<file path="src/rtl/bin2bcd_conv_pkg.sv">
// Shared display codes and converter FSM encoding for the FND display path.
package bin2bcd_conv_pkg;

   // Codes the 7-segment decoder maps to a blank digit and a decimal point.
   localparam logic [3:0] BCD_BLANK = 4'hF;
   localparam logic [3:0] BCD_DOT   = 4'hE;

   typedef enum logic [1:0] {
      ST_IDLE   = 2'd0,
      ST_SHIFT  = 2'd1,
      ST_FINISH = 2'd2
   } state_t;

endpackage

</file>
<file path="src/rtl/bcd_add3.sv">
// Double-dabble digit adjust: a digit of 5..9 gets +3 so the next left shift carries correctly.
module bcd_add3 (
   input  logic [3:0] i_dig,
   output logic [3:0] o_dig
);

   assign o_dig = (i_dig >= 4'd5) ? (i_dig + 4'd3) : i_dig;

endmodule

</file>
<file path="src/rtl/bin2bcd_conv.sv">
// Sequential binary-to-BCD converter (shift-and-add-3), one bit per cycle, with
// overflow and optional leading-zero blanking for the display digits.
module bin2bcd_conv
   import bin2bcd_conv_pkg::*;
#(
   parameter int BIN_W    = 14,
   parameter int DIGITS   = 4,
   parameter bit LZ_BLANK = 1'b0
) (
   input  logic                  clk,
   input  logic                  reset,
   input  logic                  start,
   input  logic [BIN_W-1:0]      bin,
   output logic                  busy,
   output logic                  done,
   output logic [4*DIGITS-1:0]   bcd,
   output logic                  overflow
);

   localparam int          BCD_W   = 4 * DIGITS;
   localparam int          CNT_W   = $clog2(BIN_W + 1);
   localparam int unsigned MAX_VAL = 10**DIGITS - 1;

   state_t               r_state;
   state_t               w_next;
   logic [BIN_W-1:0]     r_bin;
   logic [BCD_W-1:0]     r_scratch;
   logic [CNT_W-1:0]     r_count;
   logic                 r_ovf;
   logic                 r_done;
   logic [BCD_W-1:0]     r_bcd;
   logic                 r_overflow;
   logic [BCD_W-1:0]     w_adj;
   logic [BCD_W-1:0]     w_blanked;
   logic                 w_lead;
   logic                 w_ovf_in;

   assign w_ovf_in = ({{(32-BIN_W){1'b0}}, bin} > MAX_VAL);

   for (genvar g = 0; g < DIGITS; g++) begin : g_adj
      bcd_add3 u_add3 (
         .i_dig (r_scratch[4*g +: 4]),
         .o_dig (w_adj[4*g +: 4])
      );
   end

   always_ff @(posedge clk) begin
      if (reset) r_state <= ST_IDLE;
      else       r_state <= w_next;
   end

   always_comb begin
      w_next = r_state;
      case (r_state)
         ST_IDLE:   if (start) w_next = ST_SHIFT;
         ST_SHIFT:  if (r_count == CNT_W'(BIN_W - 1)) w_next = ST_FINISH;
         ST_FINISH: w_next = ST_IDLE;
         default:   w_next = ST_IDLE;
      endcase
   end

   // Blank zeros above the first nonzero digit; the units digit always shows.
   always_comb begin
      w_blanked = r_scratch;
      w_lead    = 1'b1;
      if (LZ_BLANK) begin
         for (int i = DIGITS - 1; i >= 1; i--) begin
            if (w_lead && (r_scratch[4*i +: 4] == 4'h0)) w_blanked[4*i +: 4] = BCD_BLANK;
            else                                          w_lead = 1'b0;
         end
      end
   end

   always_ff @(posedge clk) begin
      if (reset) begin
         r_bin      <= '0;
         r_scratch  <= '0;
         r_count    <= '0;
         r_ovf      <= 1'b0;
         r_done     <= 1'b0;
         r_bcd      <= '0;
         r_overflow <= 1'b0;
      end else begin
         r_done <= 1'b0;
         case (r_state)
            ST_IDLE: begin
               if (start) begin
                  r_bin     <= bin;
                  r_scratch <= '0;
                  r_count   <= '0;
                  r_ovf     <= w_ovf_in;
               end
            end
            ST_SHIFT: begin
               // Bits leaving the top digit are dropped; overflow comes from the compare.
               r_scratch <= {w_adj[BCD_W-2:0], r_bin[BIN_W-1]};
               r_bin     <= {r_bin[BIN_W-2:0], 1'b0};
               r_count   <= r_count + 1'b1;
            end
            ST_FINISH: begin
               r_bcd      <= r_ovf ? {DIGITS{BCD_BLANK}} : w_blanked;
               r_overflow <= r_ovf;
               r_done     <= 1'b1;
            end
            default: ;
         endcase
      end
   end

   assign busy     = (r_state != ST_IDLE);
   assign done     = r_done;
   assign bcd      = r_bcd;
   assign overflow = r_overflow;

endmodule
</file>
<file path="config.mk">
export PLATFORM = sky130hd
export DESIGN_NAME = bin2bcd_conv
export DESIGN_NICKNAME = d
export VERILOG_FILES = /design/src/rtl/bin2bcd_conv_pkg.sv /design/src/rtl/bcd_add3.sv /design/src/rtl/bin2bcd_conv.sv
export SDC_FILE = /design/constraint.sdc
export NUM_CORES = 1
export LEC_CHECK = 0
export ABC_CLOCK_PERIOD_IN_PS = 4500
export CAP_MARGIN = 20
export CORE_UTILIZATION = 45
export DETAILED_ROUTE_END_ITERATION = 6
export GPL_ROUTABILITY_DRIVEN = 0
export GPL_TIMING_DRIVEN = 0
export PLACE_DENSITY_LB_ADDON = 0.1
export SYNTH_ARGS = -nofsm -noshare
export SYNTH_HDL_FRONTEND = slang
export SYNTH_SLANG_ARGS = --single-unit
</file>
<file path="constraint.sdc">
create_clock -name clk -period 4.5 [get_ports clk]
set_clock_uncertainty 0.2 [all_clocks]
set_input_delay 1.35 -clock clk [delete_from_list [all_inputs] [get_ports clk]]
set_output_delay 1.35 -clock clk [all_outputs]
set_load 0.01 [all_outputs]
</file>
==> results of run 1 <==
## registers in the layout, indices dropped and copies added (netlist names)
name / cells
r_ovf: 1
r_scratch: 16
r_state: 2
done: 1
r_bin: 14
overflow: 1
r_count: 4
bcd: 16
## worst max path at each step
| stage | startpoint | to | slack (ns) | depth (start not counted) |
|---|---|---|---|---|
| after floorplan | start | r_ovf | 2.10 | 3 |
| after global placement | start | r_scratch[8] | 1.33 | 6 |
| after detailed placement | start | r_scratch[8] | 1.32 | 6 |
| after CTS | r_state[1] | busy | 1.47 | 3 |
| after global routing | r_state[0] | busy | 1.42 | 3 |
| final | r_state[1] | busy | 1.50 | 3 |
## kinds of logic after synthesis
kind of cell / Yosys count / synth area share
simple gates: 133 / 0.246
mux: 6 / 0.0253
xor+xnor: 7 / 0.0253
compound gates: 50 / 0.143
buf+inv: 30 / 0.0533
fa+ha+maj: 10 / 0.0517
flops: 55 / 0.455
## synth_stat cells, drive strengths merged
cell / count
nor2: 85
dfxtp: 55
a211oi: 17
a21oi: 13
nor4: 13
buf: 12
a22o: 11
inv: 11
ha: 10
nand3: 10
clkbuf: 7
nor3: 7
o21ai: 7
mux2i: 5
nand2b: 5
nand2: 4
nor2b: 4
xnor2: 4
xor2: 3
or2: 2
a31oi: 1
mux2: 1
nand3b: 1
nand4: 1
o41ai: 1
or3b: 1
## final cells by class
| type | count | share of cell area |
|---|---|---|
| Tap cell | 70 | 0.0296 |
| Clock buffer | 6 | 0.0279 |
| Inverter | 11 | 0.0140 |
| Sequential cell | 55 | 0.373 |
| Timing Repair Buffer | 35 | 0.119 |
| Buffer | 19 | 0.0296 |
| Clock inverter | 2 | 0.00550 |
| Multi-Input combinational cell | 206 | 0.402 |
## layer usage
metal | global-route usage | vias to the layer above | routed length, µm
met3 | 0.0397 | 6 | 203
met1 | 0.291 | 943 | 2660
met2 | 0.307 | 38 | 2260
li1 | - | 1078 | -
met5 | 0 | - | 0
met4 | 0.0556 | 0 | 63
## critical path: cells and delay by family, from the launching register on
| kind | cells | cell delay (ns) |
|---|---|---|
| buf+inv | 2 | 0.58 |
| flops | 1 | 0.46 |
| simple gates | 1 | 0.10 |
## placed cells by master (no fill, tap or decap), types with 11 or more instances in the layout
| cell type | netlist | final |
|---|---|---|
| sky130_fd_sc_hd__nor4_1 | 13 | 13 |
| sky130_fd_sc_hd__a22o_1 | 11 | 11 |
| sky130_fd_sc_hd__dfxtp_1 | 55 | 55 |
| sky130_fd_sc_hd__a211oi_1 | 17 | 17 |
| sky130_fd_sc_hd__inv_1 | 11 | 11 |
| sky130_fd_sc_hd__clkdlybuf4s50_1 | 0 | 35 |
| sky130_fd_sc_hd__a21oi_1 | 13 | 13 |
| sky130_fd_sc_hd__nor2_1 | 84 | 84 |
## metrics by stage
step | cell area, µm² | power [W]
floorplan | 2420 | 0.000577
global placement | 2860 | 0.000613
detailed placement | 2860 | 0.000614
CTS | 2960 | 0.000899
global route | 2960 | 0.000937
finish | 2960 | 0.000893
## power breakdown
part	total (W)	switching, W	internal (W)	leakage [nW]
combinational	0.0000912	0.0000533	0.0000379	0.622
clock	0.000291	0.000165	0.000126	0.0474
sequential	0.000511	0.00000969	0.000502	0.447
==> results.yml, run 1 <==
die:
  pin_count: 36
  placeableCoreArea_um2: 5140
  fp-row-count: 26
  floorplan.die.width_um: 75.3
  start_util: 0.471
  die_area_um2: 5670
  die_h_um: 75.3
clocking:
  clk_root_buffer_cell: "sky130_fd_sc_hd__clkbuf_8"
  clock_sinks: 55
  post_cts.repair.setup_buffers: 0
  tritoncts: "done"
  numCtsBuffers: 5
  clk_transition_reported_paths_ns: 0.09
  ctsResizeCount: 0
  clockBufferDepth: 2
  cts.htree.levels: 2
  holdBufCountCts: 0
  clk_latency_ns: 0.31
critical_path:
  critical_path.reg2reg.startpoint: "r_state[0]"
  r2r_setup_slack_ns: 2.72
  worst-path-max-fanout: 8
  worstPathCellList: "nor2_1 -> inv_1 -> clkdlybuf4s50_1"
  r2r.worst_path.cells: 5
  cp_slowest_cell: "sky130_fd_sc_hd__clkdlybuf4s50_1"
  crit_path_start_kind: "flip-flop"
  crit_path_end_kind: "output port"
  required_ns: 2.95
  setup.worst_path.class: "reg2out"
  critical-path-max-stage-delay_ns: 0.52
  critical_path_arrival_ns: 1.45
  rr_endpoint: "r_scratch[8]"
final_layout:
  fill_cells: 521
  layout-area-overhead-vs-synth_pct: 22.2
  final-instance-count-excl-fill: 404
  finalCoreUtilization: 0.575
  design.final.nets: 360
  seq_cell_area_um2: 1100
  antenna_cells: 0
  drive_above_1_share: 0.0689
  multi_input_area_um2: 1190
global_route:
  antenna_found_initial: 0
  grt_remaining_overflow: 0
  grt_pass1_vias: 1793
  global_route.usage.total: 0.201
  global_route_wire_length_before_repair_mm: 8.64
  grt_start_max_net_pins: 18
detailed_routing:
  route.detailed.vias_per_inst: 5.11
  detail_route.wl_per_cell_um: 12.8
  antenna_left: 0
  drcViolationCount: 0
  route.vias.total: 2065
  totalWireLength_mm: 5.19
  drt_pass_1_iters: 4
  detail_route.iter0.violations: 144
sta:
  setup-tns-final_ns: 0
  grt_setup_unrepaired: "false"
  final_critical_path_setup_slack_ns: 1.50
  timing_max_transition_violations_final: 0
  worst_pin_slew_ns: 0.560
  timing.final.crit_share: 0.666
  max_clock_freq_mhz: 333
  timing.final.crit_period_ns: 3.00
  finalSetupViolCount: 0
  hold_viol_final: 0
  maxSlewHeadroom: 0.627
  timing.hold.ws_ns: 0.253
outcome:
  status: "finished clean"
yosys:
  synthesis.nets: 318
  synth.yosys.warnings: 0
  post_synth.cell_area_avg_um2: 8.31
  synth.ff_latch_count: 55
  ys_seq_area_frac: 0.455
  synthDominantCellAreaShare: 0.455
  yosys.cell_types.count: 29
  syn-instance-count: 291
  ys_top_cells_by_area: "sky130_fd_sc_hd__dfxtp_1 (46%), sky130_fd_sc_hd__nor2_1 (13%), sky130_fd_sc_hd__a211oi_1 (5.3%), sky130_fd_sc_hd__ha_1 (5.2%), sky130_fd_sc_hd__a22o_1 (4.0%)"
  synthesis.area_um2: 2420
  post-synth-top-area-cell: "sky130_fd_sc_hd__dfxtp_1"
hold_path:
  worstHoldEndpoint: "r_scratch[0]"
  hold-path-cell-count: 2
  hold_path.startpoint: "r_bin[13]"
  min-delay-path-class: "reg2reg"
placed_design:
  placedCellCount: 396
  detailed_place_hpwl_mm: 3.83
  place_worst_setup_slack_ns: 1.32
  buffer_ports.inserted: 35
pwr:
  powerDensity_nw_per_um2: 302
  power.ir.vdd_worst_v: 0.000154
  leakage_nw: 1.12
job:
  timing.max_cap.violations: 0
(Power assumes the default switching activity.)
==> inputs of run 2 (changes only) <==
--- a/config.mk
+++ b/config.mk
@@ -5,7 +5,7 @@
 export SDC_FILE = /design/constraint.sdc
 export NUM_CORES = 1
 export LEC_CHECK = 0
-export ABC_CLOCK_PERIOD_IN_PS = 4500
+export ABC_CLOCK_PERIOD_IN_PS = 2500
 export CAP_MARGIN = 20
 export CORE_UTILIZATION = 45
 export DETAILED_ROUTE_END_ITERATION = 6
==> constraint.sdc (replaced) <==
create_clock -name clk -period 2.5 [get_ports clk]
set_clock_uncertainty 0.2 [all_clocks]
set_input_delay 0.75 -clock clk [delete_from_list [all_inputs] [get_ports clk]]
set_output_delay 0.75 -clock clk [all_outputs]
set_load 0.01 [all_outputs]
==> results of run 2 <==
Same layout as run 1 (identical final DEF). Status: finished clean.
Main changes from that run: setup slack after placement 1.32 ns -> -0.0820 ns; setup slack after layout 1.50 ns -> 0.101 ns; register-to-register setup slack 2.72 ns -> 0.72 ns; total power 0.000893 W -> 0.00161 W; worst IR drop on VDD 0.000154 V -> 0.000277 V
